<file path="config.mk">
export PLATFORM = sky130hd
export DESIGN_NAME = arm7tdmi_tap_controller
export DESIGN_NICKNAME = d
export VERILOG_FILES = /design/src/rtl/arm7tdmi_tap_controller.sv
export SDC_FILE = /design/constraint.sdc
export NUM_CORES = 1
export LEC_CHECK = 0
export BUFFER_PORTS_ARGS = -buffer_cell sky130_fd_sc_hd__buf_2
export CORE_MARGIN = 2
export CORE_UTILIZATION = 50
export CTS_CLUSTER_SIZE = 28
export DETAILED_ROUTE_END_ITERATION = 7
export PLACE_DENSITY = 0.68
export REMOVE_ABC_BUFFERS = 1
export SYNTH_ARGS = -nofsm -noshare
export SYNTH_HDL_FRONTEND = slang
export SYNTH_SLANG_ARGS = --single-unit
</file>
<file path="constraint.sdc">
create_clock -name tck -period 4.54 [get_ports tck]
set_clock_uncertainty 0.1 [all_clocks]
set_input_delay 0.454 -clock tck [delete_from_list [all_inputs] [get_ports tck]]
set_output_delay 0.454 -clock tck [all_outputs]
set_load 0.01 [all_outputs]
</file>
<file path="src/rtl/arm7tdmi_tap_controller.sv">
// IEEE 1149.1 TAP controller for the ARM7TDMI: 16-state FSM, 4-bit IR, ID, bypass and
// boundary-scan control strobes. TDO/TDO-enable launch on the falling edge of tck.
module arm7tdmi_tap_controller #(
    parameter logic [31:0] IDCODE_VAL = 32'h3F0F0F0F,
    parameter int unsigned IR_WIDTH   = 4
) (
    input  logic                tck,
    input  logic                trst,
    input  logic                tms,
    input  logic                tdi,
    output logic                tdo,
    output logic                tdo_en,
    input  logic                bscan_tdo,
    output logic                bscan_select,
    output logic                capture_dr,
    output logic                shift_dr,
    output logic                update_dr,
    output logic                extest_mode,
    output logic                sample_mode,
    output logic [3:0]          tap_state,
    output logic [IR_WIDTH-1:0] ir_out
);

    typedef enum logic [3:0] {
        StTlr   = 4'hF, StRti   = 4'hC, StSelDr = 4'h7, StCapDr = 4'h6,
        StShDr  = 4'h2, StEx1Dr = 4'h1, StPauDr = 4'h3, StEx2Dr = 4'h0,
        StUpdDr = 4'h5, StSelIr = 4'h4, StCapIr = 4'hE, StShIr  = 4'hA,
        StEx1Ir = 4'h9, StPauIr = 4'hB, StEx2Ir = 4'h8, StUpdIr = 4'hD
    } tap_state_e;

    localparam logic [IR_WIDTH-1:0] IrExtest  = 4'b0000;
    localparam logic [IR_WIDTH-1:0] IrSample  = 4'b0011;
    localparam logic [IR_WIDTH-1:0] IrIdcode  = 4'b1110;
    localparam logic [IR_WIDTH-1:0] IrCapture = 4'b0001;

    tap_state_e          state_q, state_d;
    logic [IR_WIDTH-1:0] ir_q, ir_d;
    logic [IR_WIDTH-1:0] ir_sr_q, ir_sr_d;
    logic [31:0]         id_q, id_d;
    logic                bypass_q, bypass_d;
    logic                tdo_q, tdo_d;
    logic                tdo_en_q, tdo_en_d;
    logic                idcode_sel, bypass_sel;

    always_comb begin
        state_d = state_q;
        case (state_q)
            StTlr:   state_d = tms ? StTlr   : StRti;
            StRti:   state_d = tms ? StSelDr : StRti;
            StSelDr: state_d = tms ? StSelIr : StCapDr;
            StCapDr: state_d = tms ? StEx1Dr : StShDr;
            StShDr:  state_d = tms ? StEx1Dr : StShDr;
            StEx1Dr: state_d = tms ? StUpdDr : StPauDr;
            StPauDr: state_d = tms ? StEx2Dr : StPauDr;
            StEx2Dr: state_d = tms ? StUpdDr : StShDr;
            StUpdDr: state_d = tms ? StSelDr : StRti;
            StSelIr: state_d = tms ? StTlr   : StCapIr;
            StCapIr: state_d = tms ? StEx1Ir : StShIr;
            StShIr:  state_d = tms ? StEx1Ir : StShIr;
            StEx1Ir: state_d = tms ? StUpdIr : StPauIr;
            StPauIr: state_d = tms ? StEx2Ir : StPauIr;
            StEx2Ir: state_d = tms ? StUpdIr : StShIr;
            StUpdIr: state_d = tms ? StSelDr : StRti;
            default: state_d = StTlr;
        endcase
    end

    // Instruction decode; unrecognised codes fall through to the bypass register.
    assign extest_mode  = (ir_q == IrExtest);
    assign sample_mode  = (ir_q == IrSample);
    assign idcode_sel   = (ir_q == IrIdcode);
    assign bscan_select = extest_mode | sample_mode;
    assign bypass_sel   = ~(bscan_select | idcode_sel);

    assign capture_dr = (state_q == StCapDr);
    assign shift_dr   = (state_q == StShDr);
    assign update_dr  = (state_q == StUpdDr);

    always_comb begin
        ir_d     = ir_q;
        ir_sr_d  = ir_sr_q;
        id_d     = id_q;
        bypass_d = bypass_q;
        case (state_q)
            StTlr:   ir_d    = IrIdcode;
            StCapIr: ir_sr_d = IrCapture;
            StShIr:  ir_sr_d = {tdi, ir_sr_q[IR_WIDTH-1:1]};
            StUpdIr: ir_d    = ir_sr_q;
            StCapDr: begin
                if (idcode_sel) id_d     = IDCODE_VAL;
                if (bypass_sel) bypass_d = 1'b0;
            end
            StShDr: begin
                if (idcode_sel) id_d     = {tdi, id_q[31:1]};
                if (bypass_sel) bypass_d = tdi;
            end
            default: ;
        endcase
    end

    always_ff @(posedge tck or posedge trst) begin
        if (trst) begin
            state_q  <= StTlr;
            ir_q     <= IrIdcode;
            ir_sr_q  <= IrCapture;
            id_q     <= IDCODE_VAL;
            bypass_q <= 1'b0;
        end else begin
            state_q  <= state_d;
            ir_q     <= ir_d;
            ir_sr_q  <= ir_sr_d;
            id_q     <= id_d;
            bypass_q <= bypass_d;
        end
    end

    always_comb begin
        tdo_d    = tdo_q;
        tdo_en_d = (state_q == StShIr) || (state_q == StShDr);
        if (state_q == StShIr) begin
            tdo_d = ir_sr_q[0];
        end else if (state_q == StShDr) begin
            if (bscan_select)    tdo_d = bscan_tdo;
            else if (idcode_sel) tdo_d = id_q[0];
            else                 tdo_d = bypass_q;
        end
    end

    always_ff @(negedge tck or posedge trst) begin
        if (trst) begin
            tdo_q    <= 1'b0;
            tdo_en_q <= 1'b0;
        end else begin
            tdo_q    <= tdo_d;
            tdo_en_q <= tdo_en_d;
        end
    end

    assign tdo       = tdo_q;
    assign tdo_en    = tdo_en_q;
    assign tap_state = state_q;
    assign ir_out    = ir_q;

endmodule

</file>
Yosys cells after proc, flatten, opt, wreduce, memory -nomap -nowiden
Cells that the tools add are included.
W data, S select, Z words.

word-level totals
  register bits = 47
  input port bits = 5

operators by class
  eq/ne operators = 21
  muxes and demuxes = 25
  bitwise gates (word level) = 2
  reduce and logical (&&, ||, !) cells = 12

operators by type and width
  operator              count
  $mux W32              2
  $pmux W32 S2          1
  $pmux W4 S12          1
  $eq A4 B4 Y1 const B  9
  $eq A4 B3 Y1 const B  4
  $pmux W4 S2           2
  $eq A4 B2 Y1 const B  3
  $mux W2               6
  $mux W3               4
  $logic_not A4 Y1      2
  $reduce_bool A2 Y1    4
  $mux W1               7
  $reduce_and A3 Y1     2
  $eq A4 B1 Y1 const B  1
  $mux W4               1
  $ne A2 B1 Y1 const B  2
  $ne A2 B2 Y1 const B  2
  $reduce_or A2 Y1      2
  $reduce_or A3 Y1      1
  $or A1 B1 Y1          2
  $pmux W1 S2           1
  $logic_or A1 B1 Y1    1

Logic depth before layout (Yosys ltp)
  depth after elaboration = 5
  gate-level depth with buffers = 5

==> load_flow_metrics.sql <==
INSERT INTO impl_metrics (metric_group, metric, value, unit) VALUES
('cts', 'clock_insertion_delay_worst_skew', '0.30', 'ns'),
('grt', 'antenna_found_initial', '0', ''),
('yosys', 'postSynthRegisterBits', '47', ''),
('layout', 'antennaDiodeCount', '0', ''),
('status', 'run_status', 'completed', ''),
('die', 'floorplan.io_pins', '21', ''),
('yosys', 'synthMostInstantiatedCell', 'sky130_fd_sc_hd__nand2_1', ''),
('yosys', 'synthArstFlopShare', '1.00', ''),
('grt', 'largest_net_degree_at_the_start_of_global_routing', '46', ''),
('cts', 'clock_tree.buffer_depth', '2', ''),
('yosys', 'post_synth_inst_count', '225', ''),
('power_and_ir_drop', 'pwr_density_cell', '585', 'nW/um^2'),
('timing', 'report.final.slew_viol_count', '0', ''),
('power_and_ir_drop', 'vdd.ir_drop.worst', '322', 'uV'),
('die', 'chipWidth', '68.9', 'um'),
('drt', 'drt_pass1_iterations', '4', ''),
('timing', 'setup-violations-final', '0', ''),
('cts', 'setup_fix_bufs_post_cts', '0', ''),
('yosys', 'synth_top_cells_by_count', '78 x sky130_fd_sc_hd__nand2_1, 30 x sky130_fd_sc_hd__o21ai_0, 26 x sky130_fd_sc_hd__dfstp_2', ''),
('critical_path', 'cp-start-kind', 'register', ''),
('yosys', 'mappedNetlistArea', '2100', 'sq um'),
('yosys', 'synth.lib_cells_used.distinct', '34', ''),
('yosys', 'synth_top_area_frac', '0.325', ''),
('critical_path', 'worstPathMaxFanout', '13', ''),
('critical_path', 'worst_setup_path_startpoint', 'tap_state[1]$_DFF_PP1_', ''),
('cts', 'tritoncts', 'done', ''),
('drt', 'dr.first_iter.drc_count', '124', ''),
('grt', 'first_global_vias', '1337', ''),
('power_and_ir_drop', 'leakagePower', '1.13', 'nW'),
('grt', 'global_route.usage.total', '0.180', ''),
('yosys', 'synth_top_cells_by_area', 'sky130_fd_sc_hd__dfstp_2 32%, sky130_fd_sc_hd__dfrtp_1 23%, sky130_fd_sc_hd__nand2_1 14%, sky130_fd_sc_hd__o21ai_0 7.1%, sky130_fd_sc_hd__nand3b_1 5.0%', ''),
('timing', 'fin_hold_ws', '0.216', 'ns'),
('yosys', 'synth_warnings', '0', ''),
('yosys', 'synth_seq_area_share', '0.574', ''),
('yosys', 'synth_largest_area_cell', 'sky130_fd_sc_hd__dfstp_2', ''),
('cts', 'postCtsHoldBufs', '0', ''),
('cts', 'number_of_buffers_created_by_cts', '5', ''),
('drt', 'number_of_vias_after_detailed_routing', '1511', ''),
('die', 'die-height', '68.9', 'um'),
('cts', 'cts-resized-gates', '0', ''),
('cts', 'cts_sink_cnt', '47', ''),
('drt', 'routed_via_density', '5.16', ''),
('critical_path', 'worst_setup_path_end_kind', 'register', ''),
('yosys', 'synth-edff-count', '0', ''),
('layout', 'final_layout_size_suffix_gt1_frac', '0.251', ''),
('timing', 'fin_setup_tns', '0', 'ns'),
('grt', 'gr-total-overflow', '0', ''),
('timing', 'worst_pin_slew', '1.04', 'ns'),
('critical_path', 'crit-reg2reg-launch', 'tap_state[1]$_DFF_PP1_', ''),
('critical_path', 'critical_path_required', '2.31', 'ns'),
('critical_path', 'crit_arrival', '1.56', 'ns'),
('layout', 'syn2layout_area_growth', '9.87', '%'),
('timing', 'slew_headroom', '0.304', ''),
('drt', 'drt_wl_total', '3730', 'um'),
('grt', 'grt_pass1_wl', '6200', 'um'),
('job', 'maxCapViolCount', '0', ''),
('critical_path', 'criticalPathCategory', 'register to register', ''),
('die', 'initial_core_util', '0.522', ''),
('placement', 'place_congestion', '0.814', ''),
('hold_path', 'class_of_the_tightest_hold_or_removal_check', 'input pin to async pin', ''),
('die', 'rows', '23', ''),
('yosys', 'synth_ff_type', 'sky130_fd_sc_hd__dfstp_2', ''),
('placement', 'port-buffer-count', '20', ''),
('cts', 'clk_pin_slew_worst_paths', '0.09', 'ns'),
('die', 'placeableCoreArea', '4030', 'sq um'),
('layout', 'finish.net_count', '247', ''),
('yosys', 'synthesis.area_per_instance', '9.35', 'sq um'),
('timing', 'rsz0062_at_grt', 'no', ''),
('cts', 'cts.root.buffer_cell', 'sky130_fd_sc_hd__clkbuf_8', ''),
('drt', 'detail-route-antenna-nets', '0', ''),
('placement', 'dp_hpwl', '2270', 'um'),
('drt', 'route.detailed.drc', '0', ''),
('cts', 'htree_levels', '2', ''),
('timing', 'final_hold_viol_count', '0', ''),
('die', 'floorplan.die_area', '4740', 'sq um'),
('drt', 'post_drt_wl_per_cell', '12.7', 'um');
final timing paths:
check	to	slack, ns	cells past startpoint
hold / removal	id_q[7]$_DFFE_PP0P_	0.22	3
setup / recovery	tdo$_DFFE_NP0P_	0.75	3
max in group asynchronous	tdo_en$_DFF_NP0_	2.17	2
setup reg to reg	tdo$_DFFE_NP0P_	0.75	3
min in group tck	id_q[17]$_DFFE_PP1P_	0.35	2
hold reg to reg	id_q[17]$_DFFE_PP1P_	0.35	2
per-stage QoR:
step / util / power, mW / worst slack [ns] / std cells / instance area, sq um
after global routing: 0.574 / 1.46 / 0.647 / 293 / 2310
after detailed placement: 0.549 / 1.10 / 0.758 / 285 / 2210
final: 0.574 / 1.35 / 0.751 / 293 / 2310
after CTS: 0.574 / 1.37 / 0.739 / 293 / 2310
after floorplan: - / 0.953 / 0.670 / 213 / 2040
after global placement: 0.549 / 1.09 / 0.783 / 285 / 2210
power by group:
group	switching, mW	leakage [nW]	total [mW]	internal, mW
Combinational	0.221	0.526	0.389	0.168
Clock	0.145	0.0474	0.269	0.124
Sequential	0.110	0.553	0.695	0.585
Total	0.477	1.13	1.35	0.877
worst max-delay path, cell delays in order, from the launching register on:
cell	delay, ns
sky130_fd_sc_hd__dfstp_2	0.64
sky130_fd_sc_hd__or2b_2	0.36
sky130_fd_sc_hd__nor2_1	0.17
sky130_fd_sc_hd__a31oi_1	0.10
kinds of logic (layout without fill, tap and decap cells):
logic type | Yosys count | count (layout) | share of synthesized area
buffers and inverters | 17 | 35 | 0.0416
multiplexers | 2 | 2 | 0.0101
flip-flops | 47 | 47 | 0.574
AO/OA/AOI/OAI | 39 | 39 | 0.0987
AND/OR/NAND/NOR | 119 | 119 | 0.271
XOR/XNOR | 1 | 1 | 0.00416
final cells by class:
type                       instances  area (sq um)
tap                               50          62.6
clock inverter                     2          16.3
inverter                           5          18.8
sequential                        47          1210
timing repair buffer              22           115
clock buffer                       6          82.6
fill                             354          1720
multi-input combinational        161           808
metal layers:
layer  GRT usage  up-vias  share of wire
li1            -      774              -
met1       0.254      710           0.50
met2       0.263       21           0.45
met3      0.0536        6          0.040
met4      0.0662        0          0.014
met5           0        -              0
cells in the final DEF (no fill, tap or decap), types with 2 or more instances in the layout:
cell type,Yosys,layout
sky130_fd_sc_hd__inv_1,5,4
sky130_fd_sc_hd__nand2_1,78,78
sky130_fd_sc_hd__clkbuf_8,1,6
sky130_fd_sc_hd__dfstp_2,26,26
sky130_fd_sc_hd__dfrtn_1,2,2
sky130_fd_sc_hd__buf_2,5,20
sky130_fd_sc_hd__nor2_1,6,6
sky130_fd_sc_hd__nand2b_1,4,4
sky130_fd_sc_hd__nor3_1,2,2
sky130_fd_sc_hd__buf_4,0,2
sky130_fd_sc_hd__and4b_1,2,2
sky130_fd_sc_hd__and2_1,2,2
sky130_fd_sc_hd__nand3_1,2,2
sky130_fd_sc_hd__nor3b_1,3,3
sky130_fd_sc_hd__o21ai_0,30,30
sky130_fd_sc_hd__a21oi_1,3,3
sky130_fd_sc_hd__dfrtp_1,19,19
sky130_fd_sc_hd__nand3b_1,14,14
flip-flops by register name, indices dropped and copies added (netlist names):
name	flops
id_q	32
ir_out	4
ir_sr_q	4
tap_state	4
bypass_q	1
tdo	1
tdo_en	1
No activity file was read; power rests on OpenSTA's default activity.
